==> src/rtl/pool_result_collector.sv <==
`default_nettype none
// ============================================================================
// Module   : pool_result_collector
// Purpose  : Deskews column-skewed pooling results into full output rows.
//            Each row is written as one wide word over a valid/ready port.
//            Row addresses run from a programmed base address.
// Options  : POOL_COLLECT_RELU_EN - clamp negative captured values to zero
// Revision : 1.0 - initial release
// ============================================================================
module pool_result_collector #(
   parameter int DATA_WIDTH = 16,
   parameter int COL        = 32,
   parameter int ADDR_WIDTH = 10,
   parameter int LANE_DEPTH = 4
) (
   input  logic                      clk,
   input  logic                      nrst,
   input  logic                      start,
   input  logic [ADDR_WIDTH-1:0]     base_addr,
   input  logic [ADDR_WIDTH-1:0]     num_rows,
   input  logic [COL*DATA_WIDTH-1:0] pool_data,
   input  logic [COL-1:0]            pool_done,
   output logic                      wr_valid,
   input  logic                      wr_ready,
   output logic [ADDR_WIDTH-1:0]     wr_addr,
   output logic [COL*DATA_WIDTH-1:0] wr_data,
   output logic                      busy,
   output logic                      done,
   output logic                      overflow
);

   localparam int PTR_W = $clog2(LANE_DEPTH);
   localparam int CNT_W = PTR_W + 1;

   localparam logic [1:0] S_IDLE = 2'd0;
   localparam logic [1:0] S_RUN  = 2'd1;
   localparam logic [1:0] S_DONE = 2'd2;

   logic [1:0]                state_q, state_d;
   logic [ADDR_WIDTH-1:0]     base_q, num_rows_q;
   logic [ADDR_WIDTH-1:0]     row_cnt_q, row_cnt_d;
   logic                      overflow_q, overflow_d;

   logic                      w_accept;
   logic                      w_pop;
   logic                      w_last_row;
   logic [COL-1:0]            w_lane_nempty;
   logic [COL-1:0]            w_lane_ovf;
   logic [COL*DATA_WIDTH-1:0] w_heads;

   assign w_accept   = (state_q == S_IDLE) && start;
   assign wr_valid   = (state_q == S_RUN) && (&w_lane_nempty);
   assign w_pop      = wr_valid && wr_ready;
   assign w_last_row = (row_cnt_q == (num_rows_q - ADDR_WIDTH'(1)));
   assign wr_addr    = base_q + row_cnt_q;
   // Gate the data so an idle port shows zeros rather than stale FIFO storage.
   assign wr_data    = wr_valid ? w_heads : '0;
   assign overflow   = overflow_q;

   // Per-lane deskew FIFOs: push in RUN, common pop on row handshake.
   generate
      for (genvar i = 0; i < COL; i++) begin : g_lane
         logic [DATA_WIDTH-1:0] mem_q [LANE_DEPTH];
         logic [PTR_W-1:0]      wr_ptr_q, rd_ptr_q;
         logic [CNT_W-1:0]      cnt_q;
         logic                  w_push, w_full, w_write;
         logic [DATA_WIDTH-1:0] w_cap;

         assign w_push  = (state_q == S_RUN) && pool_done[i];
         assign w_full  = (cnt_q == CNT_W'(LANE_DEPTH));
         // A full lane may still accept when the row pops in the same cycle.
         assign w_write = w_push && (!w_full || w_pop);

         assign w_lane_nempty[i] = (cnt_q != '0);
         assign w_lane_ovf[i]    = w_push && w_full && !w_pop;
         assign w_heads[i*DATA_WIDTH +: DATA_WIDTH] = mem_q[rd_ptr_q];

         // Capture transform applied to the incoming lane value.
         always_comb begin
`ifdef POOL_COLLECT_RELU_EN
            w_cap = pool_data[i*DATA_WIDTH + DATA_WIDTH - 1] ?
                    '0 : pool_data[i*DATA_WIDTH +: DATA_WIDTH];
`else
            w_cap = pool_data[i*DATA_WIDTH +: DATA_WIDTH];
`endif
         end

         // Storage array; no reset needed since reads are gated by occupancy.
         always_ff @(posedge clk) begin
            if (w_write) begin
               mem_q[wr_ptr_q] <= w_cap;
            end
         end

         // Pointer and occupancy bookkeeping, flushed on an accepted start.
         always_ff @(posedge clk or negedge nrst) begin
            if (!nrst) begin
               wr_ptr_q <= '0;
               rd_ptr_q <= '0;
               cnt_q    <= '0;
            end else if (w_accept) begin
               wr_ptr_q <= '0;
               rd_ptr_q <= '0;
               cnt_q    <= '0;
            end else begin
               if (w_write) wr_ptr_q <= wr_ptr_q + PTR_W'(1);
               if (w_pop)   rd_ptr_q <= rd_ptr_q + PTR_W'(1);
               if (w_write && !w_pop)      cnt_q <= cnt_q + CNT_W'(1);
               else if (w_pop && !w_write) cnt_q <= cnt_q - CNT_W'(1);
            end
         end
      end
   endgenerate

   // State register plus job-level registers.
   always_ff @(posedge clk or negedge nrst) begin
      if (!nrst) begin
         state_q    <= S_IDLE;
         base_q     <= '0;
         num_rows_q <= '0;
         row_cnt_q  <= '0;
         overflow_q <= 1'b0;
      end else begin
         state_q    <= state_d;
         row_cnt_q  <= row_cnt_d;
         overflow_q <= overflow_d;
         if (w_accept) begin
            base_q     <= base_addr;
            num_rows_q <= num_rows;
         end
      end
   end

   // Next-state and next-value logic for the job sequencer.
   always_comb begin
      state_d    = state_q;
      row_cnt_d  = row_cnt_q;
      overflow_d = overflow_q | (|w_lane_ovf);
      case (state_q)
         S_IDLE: begin
            if (start) begin
               row_cnt_d  = '0;
               overflow_d = 1'b0;
               state_d    = (num_rows == '0) ? S_DONE : S_RUN;
            end
         end
         S_RUN: begin
            if (w_pop) begin
               row_cnt_d = row_cnt_q + ADDR_WIDTH'(1);
               if (w_last_row) state_d = S_DONE;
            end
         end
         S_DONE:  state_d = S_IDLE;
         default: state_d = S_IDLE;
      endcase
   end

   // Status outputs decoded from the current state.
   always_comb begin
      busy = 1'b0;
      done = 1'b0;
      case (state_q)
         S_RUN:   busy = 1'b1;
         S_DONE:  done = 1'b1;
         default: ;
      endcase
   end

endmodule
`default_nettype wire

==> config.mk <==
export PLATFORM = sky130hd
export DESIGN_NAME = pool_result_collector
export DESIGN_NICKNAME = d
export VERILOG_FILES = /design/src/rtl/pool_result_collector.sv
export SDC_FILE = /design/constraint.sdc
export NUM_CORES = 2
export LEC_CHECK = 0
export ABC_CLOCK_PERIOD_IN_PS = 4500
export CELL_PAD_IN_SITES_DETAIL_PLACEMENT = 0
export CELL_PAD_IN_SITES_GLOBAL_PLACEMENT = 1
export CORE_ASPECT_RATIO = 1.75
export CORE_MARGIN = 2
export CORE_UTILIZATION = 48
export CTS_CLUSTER_DIAMETER = 30
export DETAILED_ROUTE_END_ITERATION = 12
export GPL_TIMING_DRIVEN = 0
export PLACE_DENSITY_LB_ADDON = 0.1
export SLEW_MARGIN = 25
export SYNTH_ARGS = -nofsm -noshare
export SYNTH_HDL_FRONTEND = slang
export SYNTH_SLANG_ARGS = --single-unit
==> constraint.sdc <==
create_clock -name clk -period 4.5 [get_ports clk]
set_clock_uncertainty 0.15 [all_clocks]
set_input_delay 0.9 -clock clk [delete_from_list [all_inputs] [get_ports clk]]
set_output_delay 0.9 -clock clk [all_outputs]
set_load 0.02 [all_outputs]
### Word-level counts from Yosys, hierarchy flattened

Memories as Yosys holds them, arrays and structs flattened.
Cells that the tools add are included.

| storage, ports and cells | value |
|---|---|
| logic and storage cells | 1000 |
| memories | 32 |
| bits in writable memories | 2048 |
| bits in registers | 257 |

| cells by class | value |
|---|---|
| reduce and logical (&&, ||, !) cells | 396 |
| mux-type cells | 301 |
| equality and inequality tests | 38 |
| add/subtract/negate cells | 131 |
| bitwise operators | 1 |

Memories:

| name | words | bits a word | read ports | clocked after memory_dff | wr ports | line | RTL |
|---|---|---|---|---|---|---|---|
| g_lane[0].mem_q | 4 | 16 | 1 | 0 | 1 | 63 | `logic [DATA_WIDTH-1:0] mem_q [LANE_DEPTH];` |
| g_lane[10].mem_q | 4 | 16 | 1 | 0 | 1 | 63 |  |
| g_lane[11].mem_q | 4 | 16 | 1 | 0 | 1 | 63 |  |
| g_lane[12].mem_q | 4 | 16 | 1 | 0 | 1 | 63 |  |
| g_lane[13].mem_q | 4 | 16 | 1 | 0 | 1 | 63 |  |
| g_lane[14].mem_q | 4 | 16 | 1 | 0 | 1 | 63 |  |
| 26 more memories | - | - | - | - | - | - |  |

Operators with widths:

| kind | count |
|---|---|
| $mux W512 | 1 |
| $mux W3 | 96 |
| $mux W2 | 132 |
| $logic_and A1 B1 Y1 | 195 |
| $reduce_bool A3 Y1 | 64 |
| $add A2 B1 Y2 const B | 64 |
| $add A3 B1 Y3 const B | 32 |
| $eq A3 B3 Y1 const B | 32 |
| $sub A3 B1 Y3 const B | 32 |
| $mux W1 | 68 |
| $reduce_bool A2 Y1 | 34 |
| $logic_not A1 Y1 | 65 |
| $logic_or A1 B1 Y1 | 32 |
| $reduce_and A32 Y1 | 1 |
| $reduce_or A32 Y1 | 1 |
| $mux W10 | 2 |
| $pmux W10 S2 | 1 |
| $add A10 B1 Y10 const B | 1 |
| $add A10 B10 Y10 | 1 |
| $eq A10 B10 Y1 | 1 |
| $logic_not A10 Y1 | 1 |
| $sub A10 B1 Y10 const B | 1 |
| $ne A2 B2 Y1 const B | 3 |
| $reduce_and A3 Y1 | 2 |
| other kinds (5) | 5 |

### Logic depth before layout (Yosys ltp)

| logic depth | value |
|---|---|
| word-level depth | 11 |
| gate-level depth with buffers | 12 |

### Worst setup path before layout

OpenSTA, ideal clock, no wires.

| timing path | value |
|---|---|
| kind | input to register |
| from | input port wr_ready |
| to | register g_lane[2].cnt_q[2] |
| stages on the path | 9 |
| data required time | 4.284 ns |
| arrival | 3.081 ns |
| slack | 1.203 ns |
| cell sequence | inv_1 > nor4_1 > clkbuf_1 > clkbuf_1 > buf_1 > nor2_1 > fa_1 > o41ai_1 > o32a_1 |

| between the ends | value |
|---|---|
| word-level cells in the longest chain between the ends | 6 |

RTL lines:

| item | line | RTL |
|---|---|---|
| from (decl) | 24 | `input logic wr_ready,` |
| $logic_and A1 B1 Y1 (*) | 53 | `assign w_pop = wr_valid && wr_ready;` |
| $logic_or A1 B1 Y1 | 72 | `assign w_write = w_push && (!w_full \|\| w_pop);` |
| $logic_and A1 B1 Y1 | 72 |  |
| $logic_and A1 B1 Y1 or $logic_not A1 Y1 (tied branches) | 108, 109 |  |
| $mux W3 or $logic_and A1 B1 Y1 (tied branches) | 108, 109 |  |
| $mux W3 or $reduce_bool A3 Y1 (tied branches) | - |  |
| to (signal assigned) | 108 | `if (w_write && !w_pop) cnt_q <= cnt_q + CNT_W'(1);` |
| to (signal assigned) | 109 | `else if (w_pop && !w_write) cnt_q <= cnt_q - CNT_W'(1);` |
| to (decl) | 65 | `logic [CNT_W-1:0] cnt_q;` |

Mark *: on every way between the ends. The rest lies on a longest branch, timed or not.
A chain may end at the register's enable or synchronous reset.

### Final worst setup path

| timing path | value |
|---|---|
| from | register g_lane[27].cnt_q[0] |
| to | memory g_lane[18].mem_q[3][7] (enable) |

| between the ends | value |
|---|---|
| word-level cells in the longest chain between the ends | 8 |

RTL lines:

| item | line | RTL |
|---|---|---|
| from (decl) | 65 |  |
| from (signal assigned) | 108 |  |
| from (signal assigned) | 109 |  |
| $reduce_bool A3 Y1 | 74 | `assign w_lane_nempty[i] = (cnt_q != '0);` |
| $reduce_and A32 Y1 | 52 | `assign wr_valid = (state_q == S_RUN) && (&w_lane_nempty);` |
| $logic_and A1 B1 Y1 | 52 |  |
| $logic_and A1 B1 Y1 | 53 |  |
| $logic_or A1 B1 Y1 | 72 |  |
| $logic_and A1 B1 Y1 | 72 |  |
| $mux W1 | 90 | `if (w_write) begin` |
| $mux W1 (not written as such) | 91 | `mem_q[wr_ptr_q] <= w_cap;` |
| to (decl) | 63 |  |

Every way passes these cells.

==> metrics.cfg <==
[setup_path]
crit_start=g_lane[27].cnt_q[0]
r2r.worst_path.cells=10
r2r_start=g_lane[27].cnt_q[0]
reg2reg_to=g_lane[18].mem_q[3][7]
cp_max_fo=16
worstPathCellList=nor3_1 -> nor4_2 -> nand4_1 -> buf_4 -> or4_1 -> buf_2 -> buf_2 -> clkbuf_2 -> a21oi_1 -> and2_1
cp-start-kind=register
crit_end=g_lane[18].mem_q[3][7]
crit_slowest_cell=and2_1
worst_ep_required_time_ns=4.79
crit_path_end_kind=register
crit_type=reg -> reg
crit_top_cell=buf_2
critical_path.top_delay_family=simple AND/OR/NAND/NOR gates
crit_buf_inv=4
crit_cells=10
cpPeakStageDelay_ns=0.87
ff2ff_setup_slack_ns=0.05
crit_arrival_ns=4.74

[detailed_routing]
vias_per_cell=5.792
firstDrtPassIters=5
routed_wl_um=289800
drtIter0Drc=4340
vias=57673
wire_per_inst_um=29.11
drcViolationCount=0
antenna_left=0

[floorplanning]
die_x_um=342.7
die_h_um=596.7
core.rowCount=217
start_util_pct=48.28
dieArea_mm2=0.2045
io_pins=1094
core-area_mm2=0.1996

[power]
leakage_nw=46.16
power_density_mw_per_mm2=625.8
combPwrFrac_pct=25.2
power_switching_share_pct=30.77
clockPowerShare_pct=35.3
seq_power_share_pct=39.5
power.switching_mw=23.73
internal_power_mw=53.40
irDropWorstVdd_uv=458.4

[hold_path]
whs_path_depth=2
hold_start=base_q[0]
hp-class=reg -> reg

[yosys]
syn_area_mm2=0.09634
synth.avg_cell_area_um2=17.37
ys_ff_latch=2305
synthArstFlopShare_pct=11.15
synth_cells=5548
synth_fp_nets=6288
ys_seq_area_share_pct=70.51
ys_warn_count=0
synth-edff-count=2048
synth_flop_cell=edfxtp_1
yosys.cell_types.count=55

[sta]
setup_viol=0
fin_hold_ws_ns=0.3348
slew_viol_final=0
slew_headroom_pct=23.01
max_freq_mhz=224.6
rsz0062_at_grt=false
final-hold-violation-count=0
tightest_slew_ns=1.155
post-route-period-util_pct=98.94
layout_min_cycle_time_ns=4.452
layout_setup_ws_ns=0.04775

[placed_design]
pre_cts_ws_ns=-1.083
port_buffers=1093
dp_cells=9287
place_congestion=0.9182
hpwl_um=208700
placed_area_mm2=0.1110

[clock_network]
clk_latency_ns=0.86
clock-root-buffer=clkbuf_16
clk_pin_slew_worst_paths_ns=0.06
htreeDepth=5
cts_made_buffers=344
cts_sinks=2305
cts_tree=built
cts_max_path_buffers=4

[cells_and_area]
nets=7727
final_common_cell=edfxtp_1
finalNonFillerCells=9958
drive_gt1_share_pct=21.86
final_area_mm2=0.1233
final_cell_mix=2048 x edfxtp_1, 595 x and3_1, 574 x clkdlybuf4s50_1
syn2layout_area_growth_pct=27.94
final.fill_count=14869

[global_route]
grtUsageTotal_pct=27.99
grt_pass1_wl_um=412500
grt_max_degree=74
antenna_found_initial=105
grt_pass1_vias=60444
overflow=0

[job]
maxCapViolations=0

[outcome]
outcome=finished clean

==> power by group through the flow <==
stage,registers (mW),logic (mW),clock network [mW]
after floorplan,29.6,13.1,0
after global placement,29.9,19.6,0
after detailed placement,30.2,19.9,0
after CTS,30.4,19.8,27.6
after global routing,30.9,21.1,28.4
final,30.5,19.5,27.2
==> metal layers <==
layer	up-vias	wire length [um]	share of wire [%]	track usage, %
li1	25100	-	-	-
met1	29661	100300	35	31.38
met2	2151	148300	51	48.06
met3	655	28710	9.9	9.879
met4	106	11820	4.1	11.90
met5	-	688	0.24	0
==> registers in the layout, summed over array words and instances, names as in the netlist <==
register and cells:
g_lane.mem_q 2048, num_rows_q 10, state_q 2, row_cnt_q 10, base_q 10, overflow 1
g_lane.cnt_q 96, g_lane.wr_ptr_q 64, g_lane.rd_ptr_q 64
==> how the worst min path moves through the flow <==
stage / endpoint
floorplan: base_q[0]
global placement: base_q[0]
detailed placement: base_q[6]
CTS: g_lane[28].rd_ptr_q[1]
global route: g_lane[28].rd_ptr_q[1]
finish: base_q[0]
==> synthesized netlist by cell type, types with 32 or more instances <==
cell type,number,area share (%)
a21oi_1,75,0.39
a311oi_1,32,0.29
a31oi_1,66,0.43
and2_1,156,1.0
and3_1,604,3.9
buf_1,56,0.22
clkbuf_1,321,1.3
dfrtp_1,257,6.7
edfxtp_1,2048,64
fa_1,33,0.69
ha_1,139,1.8
inv_1,141,0.55
mux2_2,32,0.37
mux2i_1,63,0.65
mux4_2,512,12
nand2_1,192,0.75
nand2b_1,37,0.24
nand3_1,140,0.73
nand4_1,37,0.24
nor2_1,104,0.41
nor3_1,102,0.53
o21ai_0,106,0.55
o311ai_0,33,0.30
o32a_1,32,0.33
o32ai_1,32,0.29
xnor2_1,77,0.70
==> through the flow <==
step                      power, mW  util, %  TNS [ns]
after floorplan               42.69        -         0
after global placement        49.52    55.41  -5109.80
after detailed placement      50.16    55.61  -1363.59
after CTS                     77.81    61.68         0
after global routing          80.47    61.72         0
final                         77.13    61.76         0
==> worst reg2reg max path, stage by stage (launching register included) <==
cell and delay [ns]:
dfrtp_2 0.42, nor3_1 0.08, nor4_2 0.42, nand4_1 0.25
buf_4 0.21, or4_1 0.46, buf_2 0.17, buf_2 0.20
clkbuf_2 0.40, a21oi_1 0.38, and2_1 0.87
==> cell type report <==
cell class | count | area (um^2) | area share (%)
clock buffers | 400 | 9150 | 7.423
plain buffers | 373 | 2003 | 1.625
clock inverters | 232 | 2733 | 2.217
well taps | 2628 | 3288 | 2.668
inverters | 142 | 545.5 | 0.4426
diodes | 57 | 142.6 | 0.1157
flip-flops and latches | 2305 | 67940 | 55.12
repair buffers | 1125 | 10960 | 8.893
multi-input cells | 2696 | 26500 | 21.50
==> cell families (layout without fill, tap and decap cells) <==
family / Yosys count / after routing / share of synthesized area (%)
compound gates: 411 / 411 / 2.877
xor+xnor: 84 / 84 / 0.7636
fa+ha+maj: 172 / 172 / 2.491
buf+inv: 547 / 2272 / 2.174
flops: 2305 / 2305 / 70.51
mux: 607 / 607 / 13.00
other cells: 0 / 57 / 0
simple gates: 1422 / 1422 / 8.188
==> timing repair <==
item                                    4_1_cts  5_1_grt
pin swaps                                     6        5
setup buffers                                 5        3
endpoints found under the setup margin     2549     1167
resized for setup                          1087      141
hold endpoints to repair                     19        0
hold buffers                                  1        0
(Power assumes the default switching activity.)
